## config.mk

```make
export PLATFORM = sky130hd
export DESIGN_NAME = wm_phase_responder
export DESIGN_NICKNAME = d
export VERILOG_FILES = /design/src/rtl/wm_pkg.sv /design/src/rtl/wm_phase_counter.sv /design/src/rtl/wm_phase_responder.sv
export SDC_FILE = /design/constraint.sdc
export NUM_CORES = 1
export LEC_CHECK = 0
export CORE_ASPECT_RATIO = 0.5
export CORE_MARGIN = 10
export CORE_UTILIZATION = 50
export CTS_CLUSTER_DIAMETER = 50
export CTS_CLUSTER_SIZE = 12
export DETAILED_ROUTE_END_ITERATION = 8
export GPL_TIMING_DRIVEN = 0
export PLACE_DENSITY = 0.72
export SYNTH_ARGS = -nofsm -noshare
export SYNTH_HDL_FRONTEND = slang
export SYNTH_HIERARCHICAL = 1
export SYNTH_SLANG_ARGS = --single-unit
```

## constraint.sdc

```tcl
create_clock -name clock -period 4.69 [get_ports clock]
set_clock_uncertainty 0.1 [all_clocks]
set_input_delay 0.469 -clock clock [delete_from_list [all_inputs] [get_ports clock]]
set_output_delay 0.469 -clock clock [all_outputs]
set_load 0.005 [all_outputs]
```

## src/rtl/wm_pkg.sv

```systemverilog
// Shared definitions between the washing-machine controller and its plant-side responder.
package wm_pkg;

    typedef enum logic [2:0] {
        ST_IDLE  = 3'd0,
        ST_FILL  = 3'd1,
        ST_HEAT  = 3'd2,
        ST_WASH  = 3'd3,
        ST_RINSE = 3'd4,
        ST_SPIN  = 3'd5,
        ST_HOLD  = 3'd6,
        ST_ERROR = 3'd7
    } state_t;

    typedef enum logic [2:0] {
        PH_NONE  = 3'd0,
        PH_FILL  = 3'd1,
        PH_HEAT  = 3'd2,
        PH_WASH  = 3'd3,
        PH_RINSE = 3'd4,
        PH_SPIN  = 3'd5
    } phase_t;

    localparam int CMD_W     = 5;
    localparam int CMD_FILL  = 0;
    localparam int CMD_HEAT  = 1;
    localparam int CMD_WASH  = 2;
    localparam int CMD_RINSE = 3;
    localparam int CMD_SPIN  = 4;

    localparam int unsigned DEF_FILL_CYCLES  = 200;
    localparam int unsigned DEF_HEAT_CYCLES  = 300;
    localparam int unsigned DEF_WASH_CYCLES  = 1000;
    localparam int unsigned DEF_RINSE_CYCLES = 600;
    localparam int unsigned DEF_SPIN_CYCLES  = 400;

    function automatic logic is_phase(input state_t s);
        return (s == ST_FILL) || (s == ST_HEAT) || (s == ST_WASH) ||
               (s == ST_RINSE) || (s == ST_SPIN);
    endfunction

    // Only meaningful for a one-hot command; lowest set bit wins otherwise.
    function automatic state_t cmd_to_state(input logic [CMD_W-1:0] cmd);
        if (cmd[CMD_FILL])       return ST_FILL;
        else if (cmd[CMD_HEAT])  return ST_HEAT;
        else if (cmd[CMD_WASH])  return ST_WASH;
        else if (cmd[CMD_RINSE]) return ST_RINSE;
        else if (cmd[CMD_SPIN])  return ST_SPIN;
        else                     return ST_IDLE;
    endfunction

    function automatic phase_t state_to_phase(input state_t s);
        case (s)
            ST_FILL:  return PH_FILL;
            ST_HEAT:  return PH_HEAT;
            ST_WASH:  return PH_WASH;
            ST_RINSE: return PH_RINSE;
            ST_SPIN:  return PH_SPIN;
            default:  return PH_NONE;
        endcase
    endfunction

endpackage

```

## src/rtl/wm_phase_counter.sv

```systemverilog
// Saturating phase-duration counter with synchronous clear and a terminal flag at LIMIT-1.
module wm_phase_counter #(
    parameter int CNT_W = 16
) (
    input  logic             clock,
    input  logic             reset_n,
    input  logic             clear,
    input  logic             enable,
    input  logic [CNT_W-1:0] limit,
    output logic [CNT_W-1:0] count,
    output logic             terminal
);

    always_ff @(posedge clock) begin
        if (!reset_n) begin
            count <= '0;
        end else if (clear) begin
            count <= '0;
        end else if (enable && (count != '1)) begin
            count <= count + CNT_W'(1);
        end
    end

    assign terminal = (count == (limit - CNT_W'(1)));

endmodule

```

## src/rtl/wm_phase_responder.sv

```systemverilog
// Plant model answering the washing-machine controller: runs timed phases, drives actuators,
// reports phase completion and flags command-protocol violations.
module wm_phase_responder
    import wm_pkg::*;
#(
    parameter int               CNT_W        = 16,
    parameter logic [CNT_W-1:0] FILL_CYCLES  = CNT_W'(DEF_FILL_CYCLES),
    parameter logic [CNT_W-1:0] HEAT_CYCLES  = CNT_W'(DEF_HEAT_CYCLES),
    parameter logic [CNT_W-1:0] WASH_CYCLES  = CNT_W'(DEF_WASH_CYCLES),
    parameter logic [CNT_W-1:0] RINSE_CYCLES = CNT_W'(DEF_RINSE_CYCLES),
    parameter logic [CNT_W-1:0] SPIN_CYCLES  = CNT_W'(DEF_SPIN_CYCLES)
) (
    input  logic clock,
    input  logic reset_n,
    input  logic lid,
    input  logic water_Intake,
    input  logic soak_Operation,
    input  logic wash_Operation,
    input  logic rinse_Operation,
    input  logic spin_Operation,
    output logic fill_Water,
    output logic heat_Water,
    output logic wash,
    output logic rinse_done,
    output logic spin_done,
    output logic valve_open,
    output logic heater_on,
    output logic motor_on,
    output logic motor_fast,
    output logic lid_pause,
    output logic fault
);

    state_t             state, state_next;
    phase_t             phase, phase_next;
    logic [CMD_W-1:0]   cmd;
    logic               multi, onehot, own, drum, advance;
    logic               cnt_en, cnt_clr, terminal;
    logic [CNT_W-1:0]   limit, count;
    logic [10:0]        out_d, out_q;

    always_comb begin
        cmd            = '0;
        cmd[CMD_FILL]  = water_Intake;
        cmd[CMD_HEAT]  = soak_Operation;
        cmd[CMD_WASH]  = wash_Operation;
        cmd[CMD_RINSE] = rinse_Operation;
        cmd[CMD_SPIN]  = spin_Operation;
    end

    assign multi   = (cmd & (cmd - CMD_W'(1))) != '0;
    assign onehot  = (cmd != '0) && !multi;
    assign drum    = (state == ST_WASH) || (state == ST_RINSE) || (state == ST_SPIN);
    assign advance = !drum || !lid;

    // phase tracks the current phase state and stays put through HOLD.
    always_comb begin
        own   = 1'b0;
        limit = FILL_CYCLES;
        case (phase)
            PH_FILL:  begin own = cmd[CMD_FILL];  limit = FILL_CYCLES;  end
            PH_HEAT:  begin own = cmd[CMD_HEAT];  limit = HEAT_CYCLES;  end
            PH_WASH:  begin own = cmd[CMD_WASH];  limit = WASH_CYCLES;  end
            PH_RINSE: begin own = cmd[CMD_RINSE]; limit = RINSE_CYCLES; end
            PH_SPIN:  begin own = cmd[CMD_SPIN];  limit = SPIN_CYCLES;  end
            default:  begin own = 1'b0;           limit = FILL_CYCLES;  end
        endcase
    end

    wm_phase_counter #(.CNT_W(CNT_W)) u_counter (
        .clock    (clock),
        .reset_n  (reset_n),
        .clear    (cnt_clr),
        .enable   (cnt_en),
        .limit    (limit),
        .count    (count),
        .terminal (terminal)
    );

    always_ff @(posedge clock) begin
        if (!reset_n) begin
            state <= ST_IDLE;
            phase <= PH_NONE;
            out_q <= '0;
        end else begin
            state <= state_next;
            phase <= phase_next;
            out_q <= out_d;
        end
    end

    always_comb begin
        state_next = state;
        cnt_en     = 1'b0;
        cnt_clr    = 1'b1;
        if (multi) begin
            state_next = ST_ERROR;
        end else begin
            case (state)
                ST_IDLE: begin
                    if (onehot) state_next = cmd_to_state(cmd);
                end
                ST_FILL, ST_HEAT, ST_WASH, ST_RINSE, ST_SPIN: begin
                    if (!own) begin
                        state_next = ST_IDLE;
                    end else if (!advance) begin
                        cnt_clr = 1'b0;
                    end else if (terminal) begin
                        state_next = ST_HOLD;
                    end else begin
                        cnt_en  = 1'b1;
                        cnt_clr = 1'b0;
                    end
                end
                ST_HOLD: begin
                    if (!own) state_next = ST_IDLE;
                end
                default: begin
                    if (cmd == '0) state_next = ST_IDLE;
                end
            endcase
        end
        phase_next = is_phase(state_next) ? state_to_phase(state_next) : phase;
    end

    // Drum outputs follow the lid level sampled on the same edge.
    always_comb begin
        out_d     = '0;
        out_d[0]  = (state_next == ST_HOLD) && (phase_next == PH_FILL);
        out_d[1]  = (state_next == ST_HOLD) && (phase_next == PH_HEAT);
        out_d[2]  = (state_next == ST_HOLD) && (phase_next == PH_WASH);
        out_d[3]  = (state_next == ST_HOLD) && (phase_next == PH_RINSE);
        out_d[4]  = (state_next == ST_HOLD) && (phase_next == PH_SPIN);
        out_d[5]  = (state_next == ST_FILL);
        out_d[6]  = (state_next == ST_HEAT);
        out_d[7]  = ((state_next == ST_WASH) || (state_next == ST_RINSE)) && !lid;
        out_d[8]  = (state_next == ST_SPIN) && !lid;
        out_d[9]  = ((state_next == ST_WASH) || (state_next == ST_RINSE) ||
                     (state_next == ST_SPIN)) && lid;
        out_d[10] = (state_next == ST_ERROR);
    end

    assign fill_Water = out_q[0];
    assign heat_Water = out_q[1];
    assign wash       = out_q[2];
    assign rinse_done = out_q[3];
    assign spin_done  = out_q[4];
    assign valve_open = out_q[5];
    assign heater_on  = out_q[6];
    assign motor_on   = out_q[7];
    assign motor_fast = out_q[8];
    assign lid_pause  = out_q[9];
    assign fault      = out_q[10];

    a_limits_nonzero: assert property (@(posedge clock)
        (FILL_CYCLES != '0) && (HEAT_CYCLES != '0) && (WASH_CYCLES != '0) &&
        (RINSE_CYCLES != '0) && (SPIN_CYCLES != '0));

    a_count_in_range: assert property (@(posedge clock) disable iff (!reset_n)
        is_phase(state) |-> (count < limit));

endmodule

```

== Word-level counts from Yosys, hierarchy flattened ==
Index checks and enable logic that the tools add are counted.

* Register bits: 33
* Latch bits: 0
* Memory bits (writable): 0
* Bits in read-only memories: 0
* Input bits: 8
* Output and inout port bits: 11
* Logic and storage cells: 89
* Memories: 0

* $add $sub $neg: 3
* $mul: 0
* Divide/modulo/power cells: 0
* Magnitude comparators: 0
* Equal/unequal tests: 25
* Shift operators: 0
* Mux-type cells: 27
* Bitwise gates (word level): 2
* Reductions and logical operators: 28

{| class="wikitable"
|+ Operators by type and width
! kind !! count
|-
| $pmux W10 S4 || 1
|-
| $mux W3 || 13
|-
| $eq A3 B3 Y1 const B || 11
|-
| $eq A3 B2 Y1 const B || 8
|-
| $add A16 B1 Y16 const B || 1
|-
| $eq A16 B16 Y1 || 1
|-
| $ne A16 B16 Y1 const B || 1
|-
| $pmux W3 S5 || 1
|-
| $eq A3 B1 Y1 const B || 4
|-
| $sub A10 B1 Y11 const B || 1
|-
| $logic_and A1 B1 Y1 || 10
|-
| $mux W1 || 10
|-
| $reduce_bool A5 Y1 || 2
|-
| $logic_or A1 B1 Y1 || 9
|-
| $pmux W3 S3 || 1
|-
| $and A5 B5 Y5 || 1
|-
| $logic_not A5 Y1 || 1
|-
| $pmux W1 S5 || 1
|-
| $reduce_or A5 Y1 || 1
|-
| $sub A5 B1 Y5 const B || 1
|-
| $logic_not A1 Y1 || 3
|-
| $logic_not A3 Y1 || 1
|-
| $reduce_or A2 Y1 || 1
|-
| $not A1 Y1 || 1
|}

== Longest topological paths before layout ==
Gate-level depths: netlist of the first run.

* Depth after elaboration: 17
* Gate-level depth with buffers: 19
* Gate-level depth less buffers: 19

== By module ==
The synthesis of the first run kept the hierarchy.

{| class="wikitable"
|+ Modules (own cells, without submodules)
! module !! times used !! cells each !! area an instance (um^2) !! seq. area each (um^2)
|-
| wm_phase_counter || 1 || 179 || 1377.6 || 320.3
|-
| wm_phase_responder || 1 || 155 || 1236.2 || 340.3
|}

== Worst setup path after synthesis of the first run ==
Ideal clock, no wire load.

* Kind: flip-flop to flip-flop
* Start point: register phase[1]
* End point: register out_q[0]
* Setup time: 60 ps
* Arrival time: 4351 ps
* Required time: 4530 ps
* Path slack: 180 ps
* Stages on the path, launching flop included: 19
* Buffers on the path: 0
* Clock period less this slack: 4510 ps
* Cells stage by stage: dfxtp_1 > inv_1 > ha_1 > or3_1 > nor3b_2 > nand2_1 > xnor2_1 > nor4_1 > nand4_1 > nor3_2 > a21boi_0 > o21ai_0 > a211o_1 > o211ai_4 > ha_1 > a31oi_1 > o211a_1 > o221ai_2 > and3b_1

* Word-level cells in the longest chain between the ends: 17
* Elaborated cells between the ends (all ways): 29
* Those cells by class: add/sub (1); eq/ne (13); mux (10); reduce/logical (5)

{| class="wikitable"
|+ Ends and longest elaborated chain
! what !! RTL line !! source
|-
| start, declared || wm_phase_responder.sv:35 || <nowiki>phase_t phase, phase_next;</nowiki>
|-
| start signal, assigned || wm_phase_responder.sv:87 || <nowiki>phase <= phase_next;</nowiki>
|-
| $eq A3 B3 Y1 / $eq A3 B2 Y1 (equally long branches) || wm_phase_responder.sv:60 || <nowiki>case (phase)</nowiki>
|-
| $pmux W10 S4 (*) || wm_phase_responder.sv:60 ||
|-
| via limit[3] || wm_phase_responder.sv:39 || <nowiki>logic [CNT_W-1:0] limit, count;</nowiki>
|-
| $sub A10 B1 Y11 (*) || wm_phase_counter.sv:24 || <nowiki>assign terminal = (count == (limit - CNT_W'(1)));</nowiki>
|-
| $eq A16 B16 Y1 (*) || wm_phase_counter.sv:24 ||
|-
| via terminal || wm_phase_responder.sv:38 || <nowiki>logic cnt_en, cnt_clr, terminal;</nowiki>
|-
| $mux W3 (*) || wm_phase_responder.sv:108 || <nowiki>end else if (terminal) begin</nowiki>
|-
| $mux W3 (*) || wm_phase_responder.sv:106 || <nowiki>end else if (!advance) begin</nowiki>
|-
| [2 not listed] || - ||
|-
| $mux W3 (*) || wm_phase_responder.sv:96 || <nowiki>if (multi) begin</nowiki>
|-
| via state_next[1] || wm_phase_responder.sv:34 || <nowiki>state_t state, state_next;</nowiki>
|-
| $eq A3 B1 Y1 / $eq A3 B2 Y1 (equally long branches) || wm_pkg.sv:38, wm_pkg.sv:53 ||
|-
| $logic_or A1 B1 Y1 (3 in a row) || wm_pkg.sv:38 || <nowiki>return (s == ST_FILL) || (s == ST_HEAT) || (s == ST_WASH) ||</nowiki>
|-
| $logic_or A1 B1 Y1 || wm_pkg.sv:39 || <nowiki>(s == ST_RINSE) || (s == ST_SPIN);</nowiki>
|-
| $mux W3 || wm_phase_responder.sv:123 || <nowiki>phase_next = is_phase(state_next) ? state_to_phase(state_next) : phase;</nowiki>
|-
| $eq A3 B1 Y1 || wm_phase_responder.sv:129 || <nowiki>out_d[0] = (state_next == ST_HOLD) && (phase_next == PH_FILL);</nowiki>
|-
| $logic_and A1 B1 Y1 (*) || wm_phase_responder.sv:129 ||
|-
| end signal, assigned || wm_phase_responder.sv:88 || <nowiki>out_q <= out_d;</nowiki>
|-
| end, declared || wm_phase_responder.sv:40 || <nowiki>logic [10:0] out_d, out_q;</nowiki>
|}

Mark *: on every way through the listed nets, which the timed path passes. The rest lies on a longest branch.
A chain may end at the register's enable or synchronous reset.

== Worst setup path in the final report of the first run ==
* Start point: register phase[2]
* End point: register out_q[0]

The elaborated chain is that of the path after synthesis.

==> results.cfg, run 1 <==
[global_routing]
met3_usage_pct = 4.12
met2_usage_pct = 25.6
top_usage_layer = met2
grt_pass1_vias = 2445
grt_util_all_layers_pct = 14.7
antenna_found_initial = 0
grt_start_max_net_pins = 11
grt_first_pass_wirelength_um = 10900
grt_overflow = 0
met1_usage_pct = 17.8

[setup_path]
slowest_delay_ns = 0.44
path_cells = inv_1 -> ha_2 -> or3_4 -> nor3b_4 -> nand2_1 -> xnor2_1 -> nor4_1 -> nand4_1 -> nor3_4 -> a21boi_2 -> o21ai_0 -> a211o_1 -> o211ai_4 -> ha_1 -> a31oi_2 -> o211a_1 -> o221ai_2 -> and3b_1
crit_family = simple AND/OR/NAND/NOR gates
cp_slowest_cell = or3_4
cp.buffers_inverters = 1
end_kind = flop
crit_arrival_ns = 4.53
crit_required_ns = 4.81
path_class = flop to flop
worstPathMaxFanout = 8
startpoint_type = flop

[sta]
period_minus_slack_ns = 4.41
hold_viol = 0
max_freq_ghz = 0.227
rsz0062_at_grt = false
setup_violations = 0
final-max-slew-violation-count = 0
worst_pin_slew_ns = 0.572
fin_crit_sh_pct = 94.1
relSlewSlack_pct = 61.5
setup_tns_ns = 0

[floorplanning]
die_w_um = 122
die_h_um = 71.1
rows = 18
fp.dieArea_sq_um = 8700
core_area_sq_um = 5000
initial_core_util_pct = 52.3
io_pins = 19

[detailed_routing]
wirelength_um = 6300
via_per_inst = 5.50
routedWlPerCell_um = 13.5
drt_pass1_iterations = 4
drt_iter0_markers = 110
dr_total_vias = 2576
drc = 0
antenna_left = 0

[clocking]
cts_sinks = 33
clock_latency_ns = 0.28
cts_made_buffers = 5
cts_tree = built
cts_max_level = 2
post_cts_hold_buffer_count = 0
clock-root-buffer = clkbuf_8
clock_path_buffers = 2
path_clk_slew_ns = 0.07

[flow_run]
max_cap_viol_count = 0

[synthesis]
syn_area_sq_um = 2610
yosys-top-cells-count = nor2_1 (36), dfxtp_1 (33), nand2_1 (24), nand3_1 (23), xor2_1 (23)
synth_top_area_cell = dfxtp_1
ys_warn_count = 6
synth-edff-count = 0
synth_most_common_cell = nor2_1
avgSynthCellArea_sq_um = 7.83
synth_top_area_share_pct = 25.3
async_flop_share_pct = 0
synthFlopType = dfxtp_1
ys_seq_area_share_pct = 25.3
ys_ff_latch = 33
ys_types = 64
ys_top_cells_by_area = dfxtp_1 (25%), xor2_1 (7.7%), nor2_1 (5.2%)
syn_inst = 334

[power_and_ir_drop]
p_per_area_nw_per_um2 = 184
pwr-share-comb_pct = 17.0
leakage_nw = 1.14
p_sw_share_pct = 27.1
peakVddDrop_mv = 0.152
internal-power_mw = 0.429
pwr-share-clk_pct = 34.3
switchingPower_mw = 0.160
seq_power_share_pct = 48.7

[placement]
gp_congestion = 0.907
dp.final_hpwl_um = 4860
io_buffers = 16

[cells_and_area]
insertedDiodeCount = 0
utilization_pct = 64.0
fin_nets = 411
syn2layout_area_growth_pct = 22.4
drive_above_1_share_pct = 12.8

[status]
outcome = finished clean

[hold_path]
hold_path_class = flop to flop
==> layer usage <==
| layer | routed length, um | share of wire, % | vias up |
|---|---|---|---|
| met3 | 366 | 5.8 | 8 |
| met2 | 3010 | 48 | 53 |
| met5 | 0 | 0 | - |
| met4 | 60 | 0.95 | 0 |
| li1 | - | - | 1314 |
| met1 | 2860 | 45 | 1201 |
==> path summary, 6_finish.rpt <==
kind | start | endpoint | slack, ns | cells past startpoint
setup / recovery | phase[2]$_SDFF_PN0_ | out_q[0]$_SDFF_PN0_ | 0.28 | 18
hold / removal | phase[1]$_SDFF_PN0_ | phase[1]$_SDFF_PN0_ | 0.44 | 2
setup reg to reg | phase[2]$_SDFF_PN0_ | out_q[0]$_SDFF_PN0_ | 0.28 | 18
hold reg to reg | phase[1]$_SDFF_PN0_ | phase[1]$_SDFF_PN0_ | 0.44 | 2
==> registers in the layout, summed over array words and instances (netlist names) <==
register / cells
out_q: 11
phase: 3
state: 3
u_counter/count: 16
==> stage by stage <==
stage,worst slack (ns),area (sq um),std cells,total power [mW],hold WS [ns]
after global routing,0.00847,3200,468,0.619,0.482
after floorplan,0.180,2730,364,0.361,0.415
after global placement,-0.479,2970,450,0.381,0.460
after detailed placement,-0.579,2970,450,0.383,0.479
final,0.278,3200,468,0.589,0.435
after CTS,0.0176,3130,463,0.588,0.431
==> power groups by stage <==
stage	clock [mW]	sequential, mW	combinational (mW)
finish	0.202	0.287	0.100
global route	0.220	0.287	0.113
CTS	0.206	0.287	0.0945
detailed placement	0	0.293	0.0903
global placement	0	0.293	0.0884
floorplan	0	0.293	0.0685
==> layout make-up <==
class	count	area (sq um)
Multi-Input combinational cell	303	2000
Fill cell	460	1800
Sequential cell	33	666
Timing Repair Buffer	26	235
Tap cell	70	87.6
Clock buffer	8	80.1
Buffer	15	76.3
Inverter	13	51.3
==> logic make-up (layout without fill, tap and decap cells) <==
logic type,Yosys count,in the layout,share of synthesized area [%]
other,1,31,0.143
XOR/XNOR,34,34,11.4
buffers and inverters,28,62,4.88
adder cells (fa/ha/maj),7,7,3.26
multiplexers,5,5,2.15
AND/OR/NAND/NOR,142,142,30.2
flip-flops,33,33,25.3
AO/OA/AOI/OAI,84,84,22.7
==> worst min-delay path, stage by stage (launching register included) <==
cell     delay, ns
dfxtp_4       0.38
nand3_1       0.07
a21oi_1       0.05
==> cells in the final DEF, fill, tap and decap left out, types with 2 or more instances in the layout <==
cell type        netlist  layout
nor2_1                36      35
dfxtp_1               33      31
conb_1                 1      31
nand2_1               24      24
xor2_1                23      23
nand3_1               23      22
o21ai_0               20      19
a21oi_1               18      18
clkdlybuf4s50_1        0      16
buf_4                  2      12
inv_1                 12      11
xnor2_1               11      11
clkbuf_1               7      10
nor3_1                 9       9
a211oi_1               8       8
nand4_1                8       8
nor4_1                 7       7
and3_1                 6       6
clkbuf_8               0       5
buf_2                  4       4
a21o_1                 4       4
nand3b_1               4       4
ha_1                   6       4
and3b_1                3       3
o21ai_1                3       3
nor4_4                 3       3
nor2b_1                3       3
mux2i_1                3       3
and2b_2                2       2
o21a_1                 2       2
o21bai_1               2       2
a211o_1                2       2
or2_1                  2       2
o211ai_1               2       2
o31ai_1                3       2
o31a_1                 2       2
nand2b_1               2       2
o221ai_1               2       2
==> repair_timing <==
item	4_1_cts	5_1_grt
setup endpoints to repair	17	10
resized for setup	8	10
pin swaps	3	9
setup buffers	5	5
(Power assumes the default switching activity.)
==> run 2, diff against run 1 <==
HOLD_SLACK_MARGIN = 0.15   (was unset)
==> results of run 2 <==
No change in the layout: final DEF, timing and power equal those of run 1.
==> run 3, diff against run 2 <==
CORE_UTILIZATION = 53   (was 50)
PLACE_DENSITY = 0.76   (was 0.72)
==> results.cfg, run 3 (synthesis gave the netlist of run 1 again) <==
[status]
outcome = finished clean

[detailed_routing]
wirelength_um = 6410
drt_pass1_iterations = 4
routed.top_layer = met4
drt_iter0_markers = 146
via_per_inst = 5.58
dr_wl_met2_um = 3050
drc = 0
met3_length_um = 353
antenna_left = 0
routedWlPerCell_um = 13.8
dr_total_vias = 2591
met1_length_um = 2910

[global_routing]
grt_overflow = 0
grt_start_max_net_pins = 11
grt_first_pass_wirelength_um = 10900
grt_util_all_layers_pct = 15.1
antenna_found_initial = 0
grt_pass1_vias = 2433

[floorplanning]
io_pins = 19
fp.dieArea_sq_um = 8310
die_w_um = 119
core_area_sq_um = 4570
die_h_um = 69.7
initial_core_util_pct = 57.2
rows = 17

[sta]
setup_violations = 0
final-max-slew-violation-count = 0
fin_crit_sh_pct = 95.4
worst_pin_slew_ns = 0.541
setup_ws_ns = 0.217
period_minus_slack_ns = 4.47
relSlewSlack_pct = 63.6
max_freq_ghz = 0.224
hold_viol = 0

[cells_and_area]
top_regs = u_counter/count x16, out_q x11
largest_reg_flops = 16
fin_area_sq_um = 3260
drive_above_1_share_pct = 13.1
layout_commonest_cell = nor2_1
top_register = u_counter/count
final_cell_mix = nor2_1 (36), dfxtp_1 (31), conb_1 (31)
insertedDiodeCount = 0
fin_nets = 411
syn2layout_area_growth_pct = 24.8

[placement]
dp.final_hpwl_um = 4730
place_ws_ns = -0.567
gp_congestion = 0.939
io_buffers = 16
post_dp_cell_area_sq_um = 2970

[clocking]
cts_sinks = 33
cts_made_buffers = 5
clock-root-buffer = clkbuf_8
cts_tree = built
clock_latency_ns = 0.29
path_clk_slew_ns = 0.07
post_cts_hold_buffer_count = 0
clock_path_buffers = 2
cts_max_level = 2

[power_and_ir_drop]
leakage_nw = 1.16
p_per_area_nw_per_um2 = 204
peakVddDrop_mv = 0.170

[setup_path]
cp_slowest_cell = dfxtp_4
crit_required_ns = 4.82
slowest_delay_ns = 0.39
crit_arrival_ns = 4.60
end_kind = flop
worstPathMaxFanout = 7
path_class = flop to flop
startpoint_type = flop
crit_path_frequent_cell = ha_4
path_cells = inv_2 -> ha_4 -> or3_4 -> nor3b_4 -> nand2_1 -> xnor2_1 -> nor4_1 -> nand4_1 -> nor3_4 -> a21boi_2 -> o21ai_1 -> a211o_1 -> o211ai_4 -> ha_4 -> a31oi_2 -> o211a_1 -> o221ai_2 -> and3b_1

[flow_run]
max_cap_viol_count = 0

[hold_path]
hold_path_class = flop to flop
-- run 3: changes by cell type in the layout (fill, tap and decap cells not counted), sizes merged --
cell / delta
clkbuf: -1
bufinv: +1
-- run 3: worst paths after layout --
| kind | start | endpoint | slack (ns) | depth (start not counted) |
|---|---|---|---|---|
| max | phase[1]$_SDFF_PN0_ | out_q[0]$_SDFF_PN0_ | 0.22 | 18 |
| max reg2reg | phase[1]$_SDFF_PN0_ | out_q[0]$_SDFF_PN0_ | 0.22 | 18 |
| min reg2reg | phase[1]$_SDFF_PN0_ | phase[1]$_SDFF_PN0_ | 0.45 | 2 |
| min | phase[1]$_SDFF_PN0_ | phase[1]$_SDFF_PN0_ | 0.45 | 2 |
-- run 3: timing repair --
item | 4_1_cts | 5_1_grt
gates resized for setup | 7 | 14
cloned | 0 | 0
pin swaps | 3 | 10
buffers inserted | 5 | 5
hold endpoints to repair | 0 | 0
endpoints found under the setup margin | 13 | 23
-- run 3: layout make-up --
type	instances	area, sq um
well taps	66	82.6
repair buffers	26	248
multi-input cells	303	2020
fillers	357	1310
inverters	13	51.3
clock buffers	7	86.3
clock inverters	1	30.0
plain buffers	15	76.3
flip-flops and latches	33	668
-- run 3: routing by layer --
layer | global-route usage [%] | vias up
met3 | 4.94 | 13
met4 | 4.87 | 0
met1 | 18.3 | 1214
met2 | 24.8 | 55
li1 | - | 1309
met5 | 0 | -
-- run 3: critical path, delay by kind of cell (launching register included) --
kind	cells	cell delay, ns
AOI/OAI and AO/OA	7	1.31
DFF	1	0.39
adders and majority gates	2	0.50
and+or+nand+nor	7	1.88
buffers and inverters	1	0.08
xor gates and xnor gates	1	0.16
-- run 3: metrics by stage --
stage | instances | TNS, ns | total power [mW] | hold WS, ns | util (%)
finish | 464 | 0 | 0.667 | 0.446 | 71.3
detailed placement | 446 | -3.27 | 0.384 | 0.475 | 64.9
global placement | 446 | -2.19 | 0.381 | 0.453 | 64.9
global route | 464 | -0.0175 | 0.700 | 0.460 | 71.3
floorplan | 364 | 0 | 0.361 | 0.415 | -
CTS | 459 | 0 | 0.662 | 0.431 | 68.9
-- run 3: power breakdown --
part	switching, mW	internal, mW
sequential	0.00271	0.283
combinational	0.0619	0.0429
clock	0.103	0.173
